## config.mk

```make
export PLATFORM = sky130hd
export DESIGN_NAME = m_unit_flat
export DESIGN_NICKNAME = d
export VERILOG_FILES = /design/src/rtl/m_unit_if.sv /design/src/rtl/m_unit.sv /design/src/flat_wrapper.sv
export SDC_FILE = /design/constraint.sdc
export NUM_CORES = 2
export LEC_CHECK = 0
export BUFFER_PORTS_ARGS = -buffer_cell sky130_fd_sc_hd__buf_2
export CORE_MARGIN = 3
export CORE_UTILIZATION = 64
export CTS_CLUSTER_SIZE = 16
export DETAILED_ROUTE_END_ITERATION = 16
export GPL_ROUTABILITY_DRIVEN = 0
export GPL_TIMING_DRIVEN = 0
export PLACE_DENSITY_LB_ADDON = 0.1
export RECOVER_POWER = 50
export SLEW_MARGIN = 5
export SYNTH_ARGS = -nofsm -noshare
export SYNTH_HDL_FRONTEND = slang
export SYNTH_SLANG_ARGS = --single-unit
```

## constraint.sdc

```tcl
create_clock -name clk -period 10.15 [get_ports clk]
set_input_delay 1.015 -clock clk [delete_from_list [all_inputs] [get_ports clk]]
set_output_delay 1.015 -clock clk [all_outputs]
set_load 0.01 [all_outputs]
```

## src/rtl/m_unit_if.sv

```systemverilog
// Request/response bundle between the execute stage and the RV32M multiply/divide unit.
interface m_unit_if;
    logic        start;
    logic [2:0]  func3;
    logic [31:0] op1;
    logic [31:0] op2;
    logic [4:0]  rd;
    logic        flush;
    logic        busy;
    logic        m_unit_ready;
    logic [31:0] m_unit_result;
    logic [4:0]  m_unit_dest;
    logic        m_unit_wr;

    modport master (
        output start, func3, op1, op2, rd, flush,
        input  busy, m_unit_ready, m_unit_result, m_unit_dest, m_unit_wr
    );

    modport slave (
        input  start, func3, op1, op2, rd, flush,
        output busy, m_unit_ready, m_unit_result, m_unit_dest, m_unit_wr
    );
endinterface

```

## src/rtl/m_unit.sv

```systemverilog
// RV32M execution unit: two-cycle registered multiply, 32-step restoring divide,
// with fast paths for divide-by-zero and signed overflow.
module m_unit (
    input logic    clk,
    input logic    rst,
    m_unit_if.slave mu
);

    typedef enum logic [1:0] {IDLE, MUL, DIV, DONE} state_t;

    state_t      state, next_state;
    logic [1:0]  f3_q;
    logic [31:0] op1_q, op2_q;
    logic [4:0]  rd_q;
    logic [4:0]  cnt_q;
    logic [31:0] rem_q, quo_q, divisor_q;
    logic        neg_q_q, neg_r_q;
    logic [31:0] result_q;
    logic [4:0]  dest_q;

    logic        accept;
    logic        div_signed, div_zero, div_ovf, div_bypass;
    logic        mul_sa, mul_sb;
    logic [63:0] mul_a, mul_b, product;
    logic [31:0] mul_sel;
    logic [32:0] trial, diff;
    logic [31:0] rem_nx, quo_nx, q_fin, r_fin, div_sel;

    assign accept     = (state == IDLE || state == DONE) && mu.start && !mu.flush;
    assign div_signed = !mu.func3[0];
    assign div_zero   = (mu.op2 == 32'd0);
    assign div_ovf    = div_signed && (mu.op1 == 32'h8000_0000) && (mu.op2 == 32'hFFFF_FFFF);
    assign div_bypass = div_zero || div_ovf;

    // Operand signedness follows the latched func3: MULH both signed, MULHSU only op1.
    assign mul_sa  = (f3_q == 2'b01) || (f3_q == 2'b10);
    assign mul_sb  = (f3_q == 2'b01);
    assign mul_a   = {{32{mul_sa & op1_q[31]}}, op1_q};
    assign mul_b   = {{32{mul_sb & op2_q[31]}}, op2_q};
    assign product = mul_a * mul_b;
    assign mul_sel = (f3_q == 2'b00) ? product[31:0] : product[63:32];

    // One restoring step: shift in the next dividend bit and subtract if it fits.
    always_comb begin
        trial = {rem_q, quo_q[31]};
        diff  = trial - {1'b0, divisor_q};
        if (!diff[32]) begin
            rem_nx = diff[31:0];
            quo_nx = {quo_q[30:0], 1'b1};
        end else begin
            rem_nx = trial[31:0];
            quo_nx = {quo_q[30:0], 1'b0};
        end
        q_fin   = neg_q_q ? (32'd0 - quo_nx) : quo_nx;
        r_fin   = neg_r_q ? (32'd0 - rem_nx) : rem_nx;
        div_sel = f3_q[1] ? r_fin : q_fin;
    end

    always_ff @(posedge clk or posedge rst) begin
        if (rst) state <= IDLE;
        else     state <= next_state;
    end

    always_comb begin
        next_state = state;
        case (state)
            IDLE, DONE: begin
                if (mu.start) begin
                    if (!mu.func3[2])   next_state = MUL;
                    else if (div_bypass) next_state = DONE;
                    else                 next_state = DIV;
                end else begin
                    next_state = IDLE;
                end
            end
            MUL:     next_state = DONE;
            DIV:     next_state = (cnt_q == 5'd31) ? DONE : DIV;
            default: next_state = IDLE;
        endcase
        if (mu.flush) next_state = IDLE;
    end

    always_comb begin
        mu.busy         = (state == MUL) || (state == DIV);
        mu.m_unit_ready = (state == DONE);
        mu.m_unit_wr    = (state == DONE) && (dest_q != 5'd0);
    end

    assign mu.m_unit_result = result_q;
    assign mu.m_unit_dest   = dest_q;

    // Result/dest only change on a completion edge, so they hold between operations.
    always_ff @(posedge clk or posedge rst) begin
        if (rst) begin
            f3_q      <= 2'd0;
            op1_q     <= 32'd0;
            op2_q     <= 32'd0;
            rd_q      <= 5'd0;
            cnt_q     <= 5'd0;
            rem_q     <= 32'd0;
            quo_q     <= 32'd0;
            divisor_q <= 32'd0;
            neg_q_q   <= 1'b0;
            neg_r_q   <= 1'b0;
            result_q  <= 32'd0;
            dest_q    <= 5'd0;
        end else if (accept) begin
            f3_q      <= mu.func3[1:0];
            op1_q     <= mu.op1;
            op2_q     <= mu.op2;
            rd_q      <= mu.rd;
            cnt_q     <= 5'd0;
            rem_q     <= 32'd0;
            neg_q_q   <= div_signed && (mu.op1[31] ^ mu.op2[31]);
            neg_r_q   <= div_signed && mu.op1[31];
            quo_q     <= (div_signed && mu.op1[31]) ? (32'd0 - mu.op1) : mu.op1;
            divisor_q <= (div_signed && mu.op2[31]) ? (32'd0 - mu.op2) : mu.op2;
            if (mu.func3[2] && div_zero) begin
                result_q <= mu.func3[1] ? mu.op1 : 32'hFFFF_FFFF;
                dest_q   <= mu.rd;
            end else if (mu.func3[2] && div_ovf) begin
                result_q <= mu.func3[1] ? 32'd0 : 32'h8000_0000;
                dest_q   <= mu.rd;
            end
        end else if (state == MUL && !mu.flush) begin
            result_q <= mul_sel;
            dest_q   <= rd_q;
        end else if (state == DIV && !mu.flush) begin
            rem_q <= rem_nx;
            quo_q <= quo_nx;
            cnt_q <= cnt_q + 5'd1;
            if (cnt_q == 5'd31) begin
                result_q <= div_sel;
                dest_q   <= rd_q;
            end
        end
    end

endmodule

```

## src/flat_wrapper.sv

```systemverilog
// flat-port wrapper written by rule: the top's interface ports become plain ports
module m_unit_flat 
  (clk, rst, mu_start, mu_func3, mu_op1, mu_op2, mu_rd, mu_flush, mu_busy, mu_m_unit_ready, mu_m_unit_result, mu_m_unit_dest, mu_m_unit_wr);
  m_unit_if mu_i ();
  input logic clk;
  input logic rst;
  input wire logic [$bits(mu_i.start)-1:0] mu_start;
  input wire logic [$bits(mu_i.func3)-1:0] mu_func3;
  input wire logic [$bits(mu_i.op1)-1:0] mu_op1;
  input wire logic [$bits(mu_i.op2)-1:0] mu_op2;
  input wire logic [$bits(mu_i.rd)-1:0] mu_rd;
  input wire logic [$bits(mu_i.flush)-1:0] mu_flush;
  output wire logic [$bits(mu_i.busy)-1:0] mu_busy;
  output wire logic [$bits(mu_i.m_unit_ready)-1:0] mu_m_unit_ready;
  output wire logic [$bits(mu_i.m_unit_result)-1:0] mu_m_unit_result;
  output wire logic [$bits(mu_i.m_unit_dest)-1:0] mu_m_unit_dest;
  output wire logic [$bits(mu_i.m_unit_wr)-1:0] mu_m_unit_wr;
  assign mu_i.start = mu_start;
  assign mu_i.func3 = mu_func3;
  assign mu_i.op1 = mu_op1;
  assign mu_i.op2 = mu_op2;
  assign mu_i.rd = mu_rd;
  assign mu_i.flush = mu_flush;
  assign mu_busy = mu_i.busy;
  assign mu_m_unit_ready = mu_i.m_unit_ready;
  assign mu_m_unit_result = mu_i.m_unit_result;
  assign mu_m_unit_dest = mu_i.m_unit_dest;
  assign mu_m_unit_wr = mu_i.m_unit_wr;
  m_unit u_core (.clk(clk), .rst(rst), .mu(mu_i));
endmodule
```

Word-level counts from Yosys, hierarchy flattened
Index checks and enable logic that the tools add are counted.

Add/subtract/negate cells: 6. Multiply operators: 1. Eq/ne operators: 10. Mux-type cells: 37. Bitwise operators: 3. Reductions and logical operators: 28.

Operators with widths (count): 2-to-1 mux 32 bit (21); subtractor 1 x 32 -> 32 bit (first input constant) (4); == test 32 bit (second input constant) (2); multiplier 33 x 33 -> 64 bit (1); 2-to-1 mux 5 bit (9); subtractor 33 x 32 -> 33 bit (1); zero test 32 bit (1); logical AND 1 bit (12); == test 2 bit (second input constant) (3); 2-to-1 mux 2 bit (3); case mux 2 bit (3 select lines) (1); nonzero test 3 bit (2); adder 5 x 1 -> 5 bit (second input constant) (1); == test 5 bit (second input constant) (1); nonzero test 5 bit (1); == test 2 x 1 -> 1 bit (second input constant) (2); zero test 2 bit (2); logical OR 1 bit (4); 2-to-1 mux 1 bit (3); != test 3 bit (second input constant) (1); AND reduction 3 bit (1); bitwise AND 1 bit (2); zero test 1 bit (2); != test 2 x 1 -> 1 bit (second input constant) (1); 4 further kinds (4).

Bits in registers: 213. Output and inout bits: 40.

Logic depth before layout (Yosys ltp)
Depth in word-level cells: 9. Gate-level depth with buffers: 35. Mapped depth without buffers: 32.

Worst setup path after synthesis
Ideal clock, no wire load.

Kind: flip-flop to flip-flop. From: register u_core.f3_q[1]. To: register u_core.result_q[26], in the netlist u_core.mu.m_unit_result[26]. Data arrival time: 8986 ps. Required time: 10051 ps. Path slack: 1064 ps. Stages on the path, launching flop included: 33. Path through: dfrtp_1 > clkbuf_1 > inv_1 > ha_1 > and2_0 > clkbuf_1 > nand2_1 > inv_1 > fa_1 > inv_1 > fa_1 > inv_1 > fa_1 > fa_1 > inv_1 > fa_1 > inv_1 > fa_1 > inv_1 > fa_1 > fa_1 > inv_1 > ha_1 > clkbuf_1 > nand4_1 > nor3_1 > a211oi_1 > a21boi_0 > o31a_1 > or4b_1 > a32oi_1 > nor4_1 > a311oi_1.

Cells in the longest elaborated chain, start to end: 7. Elaborated cells on any way between the ends: 13. Those cells by class: mul (1); eq/ne (2); mux (6); bitwise (2); reduce/logical (2).

RTL lines: start: declaration (line m_unit.sv:12) `logic [1:0] f3_q;`; start signal: assignment (line m_unit.sv:108) `f3_q <= mu.func3[1:0];`; == test 2 x 1 -> 1 bit / == test 2 bit (equally long branches) (line m_unit.sv:36, m_unit.sv:37); logical OR 1 bit (line m_unit.sv:36) `assign mul_sa = (f3_q == 2'b01) || (f3_q == 2'b10);`; bitwise AND 1 bit (line m_unit.sv:38) `assign mul_a = {{32{mul_sa & op1_q[31]}}, op1_q};`; multiplier 33 x 33 -> 64 bit (line m_unit.sv:40) `assign product = mul_a * mul_b;`; 2-to-1 mux 32 bit (line m_unit.sv:41) `assign mul_sel = (f3_q == 2'b00) ? product[31:0] : product[63:32];`; 2-to-1 mux 32 bit * (line m_unit.sv:125) `end else if (state == MUL && !mu.flush) begin`; 2-to-1 mux 32 bit * (line m_unit.sv:107) `end else if (accept) begin`; end signal: assignment (line m_unit.sv:122) `result_q <= mu.func3[1] ? 32'd0 : 32'h8000_0000;`; end signal: assignment (line m_unit.sv:126) `result_q <= mul_sel;`; end signal: assignment (line m_unit.sv:133) `result_q <= div_sel;`; end: declaration (line m_unit.sv:18) `logic [31:0] result_q;`.

Every way passes the cells marked *; elsewhere a longest branch is shown, timed or not. The select of a mux whose other input is x is not followed. A chain may end at the register's enable or synchronous reset.

Worst setup path in the final report
From: register u_core.op2_q[19]. To: register u_core.result_q[31], in the netlist u_core.mu.m_unit_result[31].

Cells in the longest elaborated chain, start to end: 4.

RTL lines: start: declaration (line m_unit.sv:13) `logic [31:0] op1_q, op2_q;`; start signal: assignment (line m_unit.sv:110) `op2_q <= mu.op2;`; multiplier 33 x 33 -> 64 bit (line m_unit.sv:40); 2-to-1 mux 32 bit (line m_unit.sv:41); 2-to-1 mux 32 bit (line m_unit.sv:125); 2-to-1 mux 32 bit (line m_unit.sv:107).

Every way passes these cells.

==> out/qor.csv <==
stage;metric;value;unit
clocking;Clk Latency, worst-skew pair;0.60;ns
logic_synthesis;netlist area before placement;52900;um^2
job;Max Cap Viol;1;
logic_synthesis;synth warn;0;
floorplan;# IOs;116;
drt;DRC;0;
logic_synthesis;most numerous cell in the Yosys netlist;inv_1;
floorplan;initial core utilization;65.1;%
floorplan;Die Footprint;86100;um^2
critical_path;Critical Path Source Type;register;
critical_path;worst reg2reg path depth;27;
logic_synthesis;synthesized instance count;6161;
critical_path;RR Startpoint;u_core.op2_q[19]$_DFFE_PP0P_;
status;failing checks;capacitance limit, slew limit, setup timing;
drt;ANT nets after route;0;
timing;setup ws final;-0.0984;ns
floorplan;Cell Rows;104;
timing;fin. max-slew vios;101;
clocking;CTS Sinks;212;
place;IO Port Bufs;114;
drt;WL final;212000;um
logic_synthesis;top post-synthesis cells by count;inv_1, nand2_1, fa_1;
clocking;H-tree depth;1;
cells_and_area;P&R area growth vs syn;5.88;%
clocking;CTS tree;yes;
critical_path;Crit. Startpoint;u_core.op2_q[19]$_DFFE_PP0P_;
clocking;Clk Tree Root Cell;clkbuf_16;
critical_path;reg-to-reg slack, setup;-0.1;ns
drt;Via Count;47990;
status;status;complete, but fails checks;
timing;relative slew slack;-229;%
global_routing;first-pass GRT wire length;313000;um
timing;Hold Violations, Final;0;
logic_synthesis;synth top area cells;fa_1, dfrtp_1, inv_1;
critical_path;Worst Path Max Fanout;10;
clocking;post-cts hold buffer count;0;
clocking;Max Root-Sink Buffers;3;
logic_synthesis;register area share after synthesis;10.0;%
critical_path;kind of critical path;reg -> reg;
timing;worst-margin pin slew;4.91;ns
clocking;total CTS buffers;26;
cells_and_area;Nets;7761;
logic_synthesis;Mapped Avg Cell Area;8.58;um^2
drt;Detailed Routing Iterations Pass 1;9;
timing;fin crit period;10.25;ns
cells_and_area;Fill cells;6816;
timing;clk_skew;0.0450;ns
worst_hold_path;worst min path class;reg -> reg;
logic_synthesis;leading area contributor after synthesis;fa_1;
clocking;Clk pin slew, worst setup/hold paths;0.07;ns
timing;# setup viols final;3;
floorplan;Core Region;81200;um^2
critical_path;CP arrival;10.73;ns
floorplan;Die Ht;293;um
critical_path;Critical Path RT;10.63;ns
logic_synthesis;Main synth FF type;dfrtp_1;
timing;Final period util;101;%
critical_path;crit path capture;u_core.mu.m_unit_result[31]$_DFFE_PP0P_;
logic_synthesis;top-area cell type share of the netlist area;42.6;%
logic_synthesis;#FFs+latches synth;212;
critical_path;CP Capture Type;register;
critical_path;Worst R2R End;u_core.mu.m_unit_result[31]$_DFFE_PP0P_;
global_routing;largest net degree at the start of global routing;113;
logic_synthesis;Post-synth EDFFs;0;
drt;vias per cell;6.47;
drt;Routed WL per cell;28.5;um
global_routing;GRT Residual Overflow;0;
logic_synthesis;Synth async-reset ratio;100;%
timing;setup_tns;-0.220;ns
place;HPWL Detailed;171000;um
timing;fmax;97.6;MHz
global_routing;initial antenna violation count;29;
logic_synthesis;syn nets;7619;
cells_and_area;share of layout cells above drive strength 1;4.24;%
drt;DR iter-0 viols;6610;
global_routing;total track usage;50.3;%
floorplan;Die W;293;um
logic_synthesis;Distinct cells, synth;100;
global_routing;vias in the first global route;49007;
layer usage:
metal	up-vias	global-route usage, %	share of wire [%]	wire length (um)
met5	-	1.94	0.18	379
met4	10	40.2	11	24300
met3	1431	24.0	17	35400
met2	4311	69.9	40	84100
met1	23241	59.4	32	67500
li1	18997	-	-	-
what timing repair did:
item / 4_1_cts / 5_1_grt
pin swaps: 2 / 0
setup endpoints to repair: 18 / 12
setup buffers: 7 / 2
resized for setup: 14 / 76
placed cells by master (no fill, tap or decap), types with 54 or more instances in the layout:
cell type,n
a31oi_1,54
nor2_1,238
nor3_1,59
xor2_1,90
fa_1,1122
clkbuf_1,286
dfrtp_1,210
and2_1,276
xnor2_1,119
o21ai_0,184
buf_2,111
nand2_1,1201
ha_1,254
a21oi_1,173
inv_1,1252
critical path, cell delays in order, from the launching register on:
cell	delay, ns
dfrtp_1	0.87
clkdlybuf4s15_1	0.97
nand2_1	0.19
fa_1	0.57
inv_1	0.06
fa_1	0.58
fa_1	0.55
inv_1	0.06
fa_1	0.58
fa_1	0.47
fa_1	0.52
fa_1	0.59
inv_1	0.08
fa_1	0.53
ha_1	0.31
clkbuf_1	0.29
nand2_1	0.15
nor3_1	0.32
o311ai_0	0.23
a21boi_0	0.21
a311oi_1	0.12
a211oi_1	0.51
o21ai_0	0.37
o41a_1	0.49
mux2i_1	0.17
nor2_1	0.07
o221ai_1	0.21
nand2_1	0.07
flip-flops by register name, indices dropped and copies added, names as in the netlist:
name and count:
u_core.divisor_q 32, u_core.state 2, u_core.neg_r_q 1, u_core.f3_q 2
u_core.mu.m_unit_result 32, u_core.op2_q 31, u_core.cnt_q 5, u_core.quo_q 32
u_core.rd_q 5, u_core.mu.m_unit_dest 5, u_core.rem_q 32, u_core.op1_q 32
u_core.neg_q_q 1
area by class of cell:
class / instances / area (um^2) / area share, %
multi-input combinational: 4348 / 41600 / 74.3
sequential: 212 / 5310 / 9.48
inverter: 1261 / 4750 / 8.48
buffer: 328 / 1340 / 2.39
tap: 1060 / 1330 / 2.37
timing repair buffer: 126 / 684 / 1.22
clock buffer: 29 / 682 / 1.22
clock inverter: 18 / 219 / 0.391
antenna: 40 / 100 / 0.179
stage by stage:
stage	instances	instance area (um^2)	util, %	hold WS [ns]	worst slack (ns)
floorplan	6161	52900	-	0.436	1.06
global placement	7335	54800	67.4	0.451	-2.50
detailed placement	7338	54800	67.5	0.461	-2.59
CTS	7390	55800	68.8	0.478	0.0796
global route	7394	55900	68.8	0.504	-0.00379
finish	7422	56000	68.9	0.473	-0.0984
how the worst min path moves through the flow:
stage                                          start                    endpoint  slack [ns]  cells after the start
after floorplan           u_core.rd_q[0]$_DFFE_PP0P_  u_core.rd_q[0]$_DFFE_PP0P_        0.44                      2
after global placement    u_core.rd_q[0]$_DFFE_PP0P_  u_core.rd_q[0]$_DFFE_PP0P_        0.45                      2
after detailed placement  u_core.rd_q[2]$_DFFE_PP0P_  u_core.rd_q[2]$_DFFE_PP0P_        0.46                      2
after CTS                 u_core.rd_q[2]$_DFFE_PP0P_  u_core.rd_q[2]$_DFFE_PP0P_        0.48                      2
after global routing      u_core.rd_q[0]$_DFFE_PP0P_  u_core.rd_q[0]$_DFFE_PP0P_        0.50                      2
final                     u_core.rd_q[2]$_DFFE_PP0P_  u_core.rd_q[2]$_DFFE_PP0P_        0.47                      2
logic make-up (layout without fill, tap and decap cells):
kind of cell	after synthesis	in the layout	share of synthesized area [%]
AOI/OAI and AO/OA	700	700	8.65
xor gates and xnor gates	209	209	3.46
adders and majority gates	1382	1382	48.7
buffers and inverters	1601	1762	11.4
DFF	212	212	10.0
muxes	35	35	0.684
other	0	40	0
and+or+nand+nor	2022	2022	17.0
Power is left out: the tool's default activity adds up to more than one toggle a clock period on the data nets, which glitch-free logic cannot reach.
